`config.mk`:
```
export PLATFORM = sky130hd
export DESIGN_NAME = iq_capture_bram
export DESIGN_NICKNAME = d
export VERILOG_FILES = /design/src/rtl/iq_capture_bram.sv
export SDC_FILE = /design/constraint.sdc
export NUM_CORES = 1
export LEC_CHECK = 0
export BUFFER_PORTS_ARGS = -buffer_cell sky130_fd_sc_hd__buf_2
export CORE_MARGIN = 2
export CORE_UTILIZATION = 40
export DETAILED_ROUTE_END_ITERATION = 8
export PLACE_DENSITY = 0.6
export SLEW_MARGIN = 20
export SYNTH_ARGS = -nofsm -noshare
export SYNTH_HDL_FRONTEND = slang
export SYNTH_SLANG_ARGS = --single-unit
```
`constraint.sdc`:
```
create_clock -name clock -period 3.6 [get_ports clock]
set_input_delay 0.9 -clock clock [delete_from_list [all_inputs] [get_ports clock]]
set_output_delay 0.9 -clock clock [all_outputs]
set_load 0.02 [all_outputs]
```
`src/rtl/iq_capture_bram.sv`:
```
// Packs the dot11_tx I/Q sample stream two samples per 64-bit word into a capture BRAM port.
// Optional macro IQ_CAPTURE_WRAP_EN: when the buffer fills, wrap and keep overwriting until frame_end.
module iq_capture_bram #(
  parameter int ADDR_W = 12
) (
  input  logic              clock,
  input  logic              reset,
  input  logic              arm,
  input  logic              frame_end,
  input  logic              iq_valid,
  output logic              iq_ready,
  input  logic [15:0]       iq_i,
  input  logic [15:0]       iq_q,
  output logic              bram_we,
  output logic [ADDR_W-1:0] bram_addr,
  output logic [63:0]       bram_dout,
  output logic              busy,
  output logic              done,
  output logic              overflow,
  output logic [ADDR_W+1:0] sample_count,
  output logic [ADDR_W:0]   word_count
);

`ifdef IQ_CAPTURE_WRAP_EN
  localparam bit WRAP_EN = 1'b1;
`else
  localparam bit WRAP_EN = 1'b0;
`endif

  localparam logic [ADDR_W-1:0] PTR_MAX = {ADDR_W{1'b1}};
  localparam logic [ADDR_W-1:0] PTR_ONE = {{(ADDR_W-1){1'b0}}, 1'b1};
  localparam logic [ADDR_W+1:0] SC_ONE  = {{(ADDR_W+1){1'b0}}, 1'b1};
  localparam logic [ADDR_W:0]   WC_ONE  = {{ADDR_W{1'b0}}, 1'b1};

  typedef enum logic [2:0] {
    S_IDLE    = 3'd0,
    S_ARMED   = 3'd1,
    S_CAPTURE = 3'd2,
    S_FLUSH   = 3'd3,
    S_DONE    = 3'd4
  } state_t;

  state_t              state_r;
  logic                pending_r;
  logic [31:0]         low_r;
  logic [ADDR_W-1:0]   ptr_r;
  logic                iq_ready_r;
  logic                bram_we_r;
  logic [ADDR_W-1:0]   bram_addr_r;
  logic [63:0]         bram_dout_r;
  logic                busy_r;
  logic                done_r;
  logic                overflow_r;
  logic [ADDR_W+1:0]   sample_count_r;
  logic [ADDR_W:0]     word_count_r;

  logic take_s;
  logic capturing_s;
  logic full_write_s;

  function automatic logic [ADDR_W+1:0] sat_inc_samples(input logic [ADDR_W+1:0] v);
    return (&v) ? v : v + SC_ONE;
  endfunction

  function automatic logic [ADDR_W:0] sat_inc_words(input logic [ADDR_W:0] v);
    return (&v) ? v : v + WC_ONE;
  endfunction

  assign take_s       = iq_valid && iq_ready_r;
  assign capturing_s  = (state_r == S_ARMED) || (state_r == S_CAPTURE);
  // An odd sample completes a word; writing the last address means the buffer is full.
  assign full_write_s = capturing_s && take_s && pending_r && (ptr_r == PTR_MAX);

  // Capture FSM, sample packing, BRAM write port and status counters.
  always_ff @(posedge clock) begin
    if (reset) begin
      state_r        <= S_IDLE;
      pending_r      <= 1'b0;
      low_r          <= 32'h0;
      ptr_r          <= {ADDR_W{1'b0}};
      iq_ready_r     <= 1'b1;
      bram_we_r      <= 1'b0;
      bram_addr_r    <= {ADDR_W{1'b0}};
      bram_dout_r    <= 64'h0;
      busy_r         <= 1'b0;
      done_r         <= 1'b0;
      overflow_r     <= 1'b0;
      sample_count_r <= {(ADDR_W+2){1'b0}};
      word_count_r   <= {(ADDR_W+1){1'b0}};
    end else begin
      bram_we_r <= 1'b0;
      case (state_r)
        S_IDLE, S_DONE: begin
          if (arm) begin
            state_r        <= S_ARMED;
            pending_r      <= 1'b0;
            ptr_r          <= {ADDR_W{1'b0}};
            busy_r         <= 1'b1;
            done_r         <= 1'b0;
            overflow_r     <= 1'b0;
            sample_count_r <= {(ADDR_W+2){1'b0}};
            word_count_r   <= {(ADDR_W+1){1'b0}};
          end else begin
            state_r <= state_r;
          end
        end
        S_ARMED, S_CAPTURE: begin
          if (take_s) begin
            sample_count_r <= sat_inc_samples(sample_count_r);
            if (!pending_r) begin
              low_r     <= {iq_q, iq_i};
              pending_r <= 1'b1;
            end else begin
              pending_r    <= 1'b0;
              bram_we_r    <= 1'b1;
              bram_addr_r  <= ptr_r;
              bram_dout_r  <= {iq_q, iq_i, low_r};
              ptr_r        <= ptr_r + PTR_ONE;
              word_count_r <= sat_inc_words(word_count_r);
              if (ptr_r == PTR_MAX) begin
                overflow_r <= 1'b1;
              end else begin
                overflow_r <= overflow_r;
              end
            end
          end else begin
            pending_r <= pending_r;
          end
          // The sample of this cycle is already accounted for, so frame_end sees the updated pending flag.
          if ((full_write_s && !WRAP_EN) || (frame_end && !(pending_r ^ take_s))) begin
            state_r <= S_DONE;
            busy_r  <= 1'b0;
            done_r  <= 1'b1;
          end else if (frame_end) begin
            state_r    <= S_FLUSH;
            iq_ready_r <= 1'b0;
          end else if (take_s) begin
            state_r <= S_CAPTURE;
          end else begin
            state_r <= state_r;
          end
        end
        S_FLUSH: begin
          pending_r    <= 1'b0;
          bram_we_r    <= 1'b1;
          bram_addr_r  <= ptr_r;
          bram_dout_r  <= {32'h0, low_r};
          ptr_r        <= ptr_r + PTR_ONE;
          word_count_r <= sat_inc_words(word_count_r);
          overflow_r   <= overflow_r | (ptr_r == PTR_MAX);
          iq_ready_r   <= 1'b1;
          state_r      <= S_DONE;
          busy_r       <= 1'b0;
          done_r       <= 1'b1;
        end
        default: begin
          state_r    <= S_IDLE;
          pending_r  <= 1'b0;
          iq_ready_r <= 1'b1;
          busy_r     <= 1'b0;
          done_r     <= 1'b0;
        end
      endcase
    end
  end

  assign iq_ready     = iq_ready_r;
  assign bram_we      = bram_we_r;
  assign bram_addr    = bram_addr_r;
  assign bram_dout    = bram_dout_r;
  assign busy         = busy_r;
  assign done         = done_r;
  assign overflow     = overflow_r;
  assign sample_count = sample_count_r;
  assign word_count   = word_count_r;

endmodule

```
; ---- Word level (Yosys, flattened, before mapping)
; Index checks and enable logic that the tools add are counted.
[word_totals]
register_bits = 156
latch_bits = 0
ram_bits = 0
romBits = 0
in_bits = 37
output_inout_bits = 108
elab_cells = 102
mem_count = 0
[classes]
add_sub_neg = 3
multipliers = 0
div_mod_pow = 0
order_cmp = 0
eq_ne = 14
n_shift = 0
n_mux = 43
bitwise = 4
n_reduce_logical = 25
[ops]
columns = operator, n
row1 = $mux W64, 2
row2 = $pmux W64 S2, 1
row3 = $mux W12, 5
row4 = $mux W13, 4
row5 = $mux W14, 3
row6 = $pmux W13 S3, 1
row7 = $pmux W12 S3, 1
row8 = $pmux W14 S2, 1
row9 = $pmux W12 S2, 1
row10 = $ne A2 B2 Y1 const B, 8
row11 = $add A14 B1 Y14 const B, 1
row12 = $reduce_and A14 Y1, 1
row13 = $add A13 B1 Y13 const B, 1
row14 = $mux W1, 13
row15 = $reduce_and A13 Y1, 1
row16 = $add A12 B1 Y12 const B, 1
row17 = $eq A12 B12 Y1 const B, 1
row18 = $mux W3, 4
row19 = $pmux W3 S3, 1
row20 = $reduce_and A3 Y1, 3
row21 = $pmux W1 S2, 4
row22 = $reduce_and A4 Y1, 2
row23 = $eq A3 B2 Y1 const B, 2
row24 = $pmux W1 S3, 2
row25 = other kinds (15), 25

; ---- Logic depth before layout (Yosys ltp)
[depth]
word_depth = 8
ltp_mapped = 10
depth_no_buf = 7

; ---- Worst setup path before layout
; No wires, ideal clock.
[synth_path]
kind = input-to-reg
start = input iq_valid
end = register bram_dout_r[33] (netlist: bram_dout[33])
setup_ns = 0.114
t_arrival_ns = 2.216
required_time_ns = 3.486
setup_slack_ns = 1.270
stages = 9
path_buffers = 3
path_cell_list = nand2_1 inv_1 o32a_2 and3_1 clkbuf_1 buf_2 buf_4 nand3_1 nand2_1
[synth_via]
elab_chain_len = 3
[synth_rtl]
columns = item, line_no
row1 = from (decl), 10  ; input logic iq_valid,
row2 = $logic_and A1 B1 Y1, 69  ; assign take_s = iq_valid && iq_ready_r;
row3 = $ne A2 B2 Y1 (no source line), --
row4 = $reduce_and A3 Y1 (no source line), --
row5 = to (signal assigned), 117  ; bram_dout_r <= {iq_q, iq_i, low_r};
row6 = to (signal assigned), 147  ; bram_dout_r <= {32'h0, low_r};
row7 = to (decl), 50  ; logic [63:0] bram_dout_r;
; Every way passes these cells.
; A chain may end at the register's enable or synchronous reset.

; ---- Worst setup path after layout
[layout_path]
start = register state_r[1]
end = register bram_dout_r[16] (netlist: bram_dout[16])
[layout_via]
elab_chain_len = 4
elab_cells_between_ends = 9
classes_between = eq/ne: 5 / mux: 1 / reduce/logical: 3
[layout_rtl]
columns = item, line_no
row1 = from (decl), 43  ; state_t state_r;
row2 = from (signal assigned), 104  ; state_r <= state_r;
row3 = from (signal assigned), 140  ; state_r <= state_r;
row4 = $eq A3 B1 Y1 / $eq A3 B2 Y1 (equally long branches), 92  ; case (state_r)
row5 = $reduce_or A2 Y1, 92
row6 = $ne A2 B2 Y1 (no source line) / $reduce_bool A2 Y1 (equally long branches), --
row7 = $reduce_and A3 Y1 (no source line), --
; Several ways; a longest one is shown, not always the timed one.

==> flow_metrics.py <==
metrics = {
    "final_layout": {
        "areaGrowthSynthToFinish_pct": 23.05,
        "layout_commonest_cell": "nand2_1",
        "fillCellCount": 1515,
        "diodes": 0,
        "final_cell_mix": "nand2_1, dfxtp_1, buf_2, a21oi_1, nand3_1",
        "seq_area_um2": 3123,
        "finalNetCount": 923,
        "drive_gt1_share_pct": 21.97,
        "multiInputGateArea_um2": 2854,
    },
    "global_route": {
        "grt_max_degree": 106,
        "antenna_found_initial": 1,
        "grt_pass1_vias": 5116,
        "track_usage_pct": 19.41,
        "grt-ovfl-total": 0,
        "grt_first_pass_wirelength_mm": 25.82,
    },
    "clocking": {
        "clockBufferDepth": 2,
        "holdBufCountCts": 0,
        "numClockSinks": 156,
        "clk_pin_slew_worst_paths_ns": 0.06,
        "cts_setup_buffers": 0,
        "cts_buffers": 17,
        "cts_resized": 0,
        "cts_tree": "yes",
        "cts_max_level": 4,
        "clockRootBuffer": "clkbuf_16",
        "clk-insertion-delay-late_ns": 0.42,
    },
    "place": {
        "portBuffers": 144,
        "hpwl_mm": 10.24,
        "gp_congestion": 0.8157,
    },
    "pwr": {
        "ir_drop_uv": 369.7,
        "p_leak_nw": 3.159,
        "powerDensity_nw_per_um2": 557.2,
        "finalPower_w": 0.004265,
    },
    "yosys": {
        "synth_cell_type_count": 46,
        "synth_edf_count": 0,
        "ys_seq_area_share_pct": 50.20,
        "yosysWarnings": 0,
        "synth_ff_type": "dfxtp_1",
        "synthCells": 761,
        "syn_area_um2": 6221,
        "synthArstFlopShare_pct": 0,
        "syn_nets": 803,
        "ys_seq_elements": 156,
        "avgSynthCellArea_um2": 8.175,
    },
    "critical_path": {
        "slowest_stage": "dfxtp_1",
        "critPathArrivalTime_ns": 2.86,
        "endpoint_kind": "flip-flop",
        "crit_type": "flip-flop to flip-flop",
        "critPathRequiredTime_ns": 3.89,
        "max_stage_delay_ns": 0.59,
        "worst-path-buf-inv": 1,
        "cp_max_fo": 29,
        "path_cells": "or2_1, o32a_2, nand3_2, buf_4, nand2_1, a21oi_1",
        "crit_family": "simple AND/OR/NAND/NOR gates",
        "critPathLaunchType": "flip-flop",
    },
    "floorplanning": {
        "io_pins": 145,
        "rows": 45,
        "coreArea_um2": 15200,
        "start_util_pct": 40.92,
        "die_w_um": 128.7,
        "die_h_um": 128.7,
        "dieArea_um2": 16570,
    },
    "routing": {
        "viasPerCell": 5.190,
        "drt-total-wl_mm": 15.78,
        "first_pass_iters": 4,
        "drc": 0,
        "routedWlPerCell_um": 14.61,
        "ant_nets": 0,
        "vias": 5605,
        "drtIter0Drc": 363,
    },
    "timing": {
        "fmax_mhz": 389.2,
        "rsz0062_at_grt": "false",
        "setup_viol": 0,
        "hold_viol": 0,
        "period_minus_slack_ns": 2.569,
        "tightest_slew_ns": 1.080,
        "skew_ns": 0.009088,
        "slew_headroom_pct": 28.03,
        "timing.final.max_slew_violations": 0,
        "finalCritPeriodShare_pct": 71.37,
        "fin_tns_setup_ns": 0,
    },
    "worst_hold_path": {
        "hp-class": "flip-flop to flip-flop",
    },
    "status": {
        "status": "finished clean",
    },
    "job": {
        "maxCapViolCount": 0,
    },
}
[path summary, 6_finish.rpt]
| kind | end | slack (ns) | cells past startpoint | from |
|---|---|---|---|---|
| max | bram_dout[16]$_SDFFE_PP0P_ | 1.03 | 6 | state_r[1]$_SDFFE_PP0P_ |
| max reg2reg | bram_dout[16]$_SDFFE_PP0P_ | 1.03 | 6 | state_r[1]$_SDFFE_PP0P_ |
| min reg2reg | bram_dout[22]$_SDFFE_PP0P_ | 0.45 | 2 | bram_dout[22]$_SDFFE_PP0P_ |
| min | bram_dout[22]$_SDFFE_PP0P_ | 0.45 | 2 | bram_dout[22]$_SDFFE_PP0P_ |
[cell families (layout without fill, tap and decap cells)]
family | count (synthesis) | count (layout) | share of synthesized area, %
multiplexers | 4 | 4 | 0.6436
AO/OA/AOI/OAI | 142 | 142 | 12.79
AND/OR/NAND/NOR | 382 | 382 | 29.28
adder cells (fa/ha/maj) | 5 | 5 | 1.006
XOR/XNOR | 12 | 12 | 1.810
flip-flops | 156 | 156 | 50.20
buffers and inverters | 60 | 191 | 4.264
[layout make-up]
type                            instances  share of cell area (%)
Timing Repair Buffer                  154                   10.76
Clock buffer                           21                   6.277
Tap cell                              188                   3.073
Inverter                                7                  0.3432
Multi-Input combinational cell        545                   37.28
Sequential cell                       156                   40.80
Clock inverter                          9                   1.471
[cell usage after synthesis, types with 6 or more instances]
cell type  instances  area, um2
o21ai_1            7      35.03
inv_1              7      26.28
nor2_1            27      101.4
nand3b_1          32      240.2
o21ai_0            8      40.04
or4_1              7      52.55
nand2_1          207      777.0
nand3_1           50      250.2
o31ai_1            6      45.04
dfxtp_1          156       3123
and3_1            10      62.56
clkbuf_1          35      131.4
nand4_1           14      87.58
or3_1             15      93.84
xor2_1            11      96.34
a21oi_1          104      520.5
buf_2             11      55.05
[flip-flops by register name, indices dropped and copies added (netlist names)]
name,cells
bram_dout,64
low_r,32
sample_count,14
word_count,13
bram_addr,12
ptr_r,12
state_r,3
bram_we,1
busy,1
done,1
iq_ready,1
overflow,1
pending_r,1
[worst register-to-register path: stages (launching register included)]
cell	delay [ns]
dfxtp_1	0.59
or2_1	0.36
o32a_2	0.39
nand3_2	0.49
buf_4	0.44
nand2_1	0.12
a21oi_1	0.06
[layer usage]
metal  wire (um)  GRT usage, %
met4         431         8.312
met3         869         5.572
met5          11             0
met1        7328         25.55
met2        7138         29.88
[per-stage QoR]
stage	hold slack (ns)	worst slack, ns	instances	area, um2	utilization [%]
6_report	0.4499	1.031	1080	7655	50.35
5_1_grt	0.4716	0.7783	1080	7655	50.35
4_1_cts	0.4522	1.030	1080	7655	50.35
3_5_place_dp	0.4444	0.6963	1050	7062	46.45
3_3_place_gp	0.4394	0.7191	1050	7062	46.45
2_1_floorplan	0.4321	1.270	761	6221	-
[power breakdown]
| group | switching [W] | internal, W |
|---|---|---|
| clock network | 0.000706 | 0.00109 |
| logic | 0.000419 | 0.000178 |
| registers | 0.0000623 | 0.00181 |
| total | 0.00119 | 0.00308 |
Note: power is estimated with default switching activity, not from simulation.
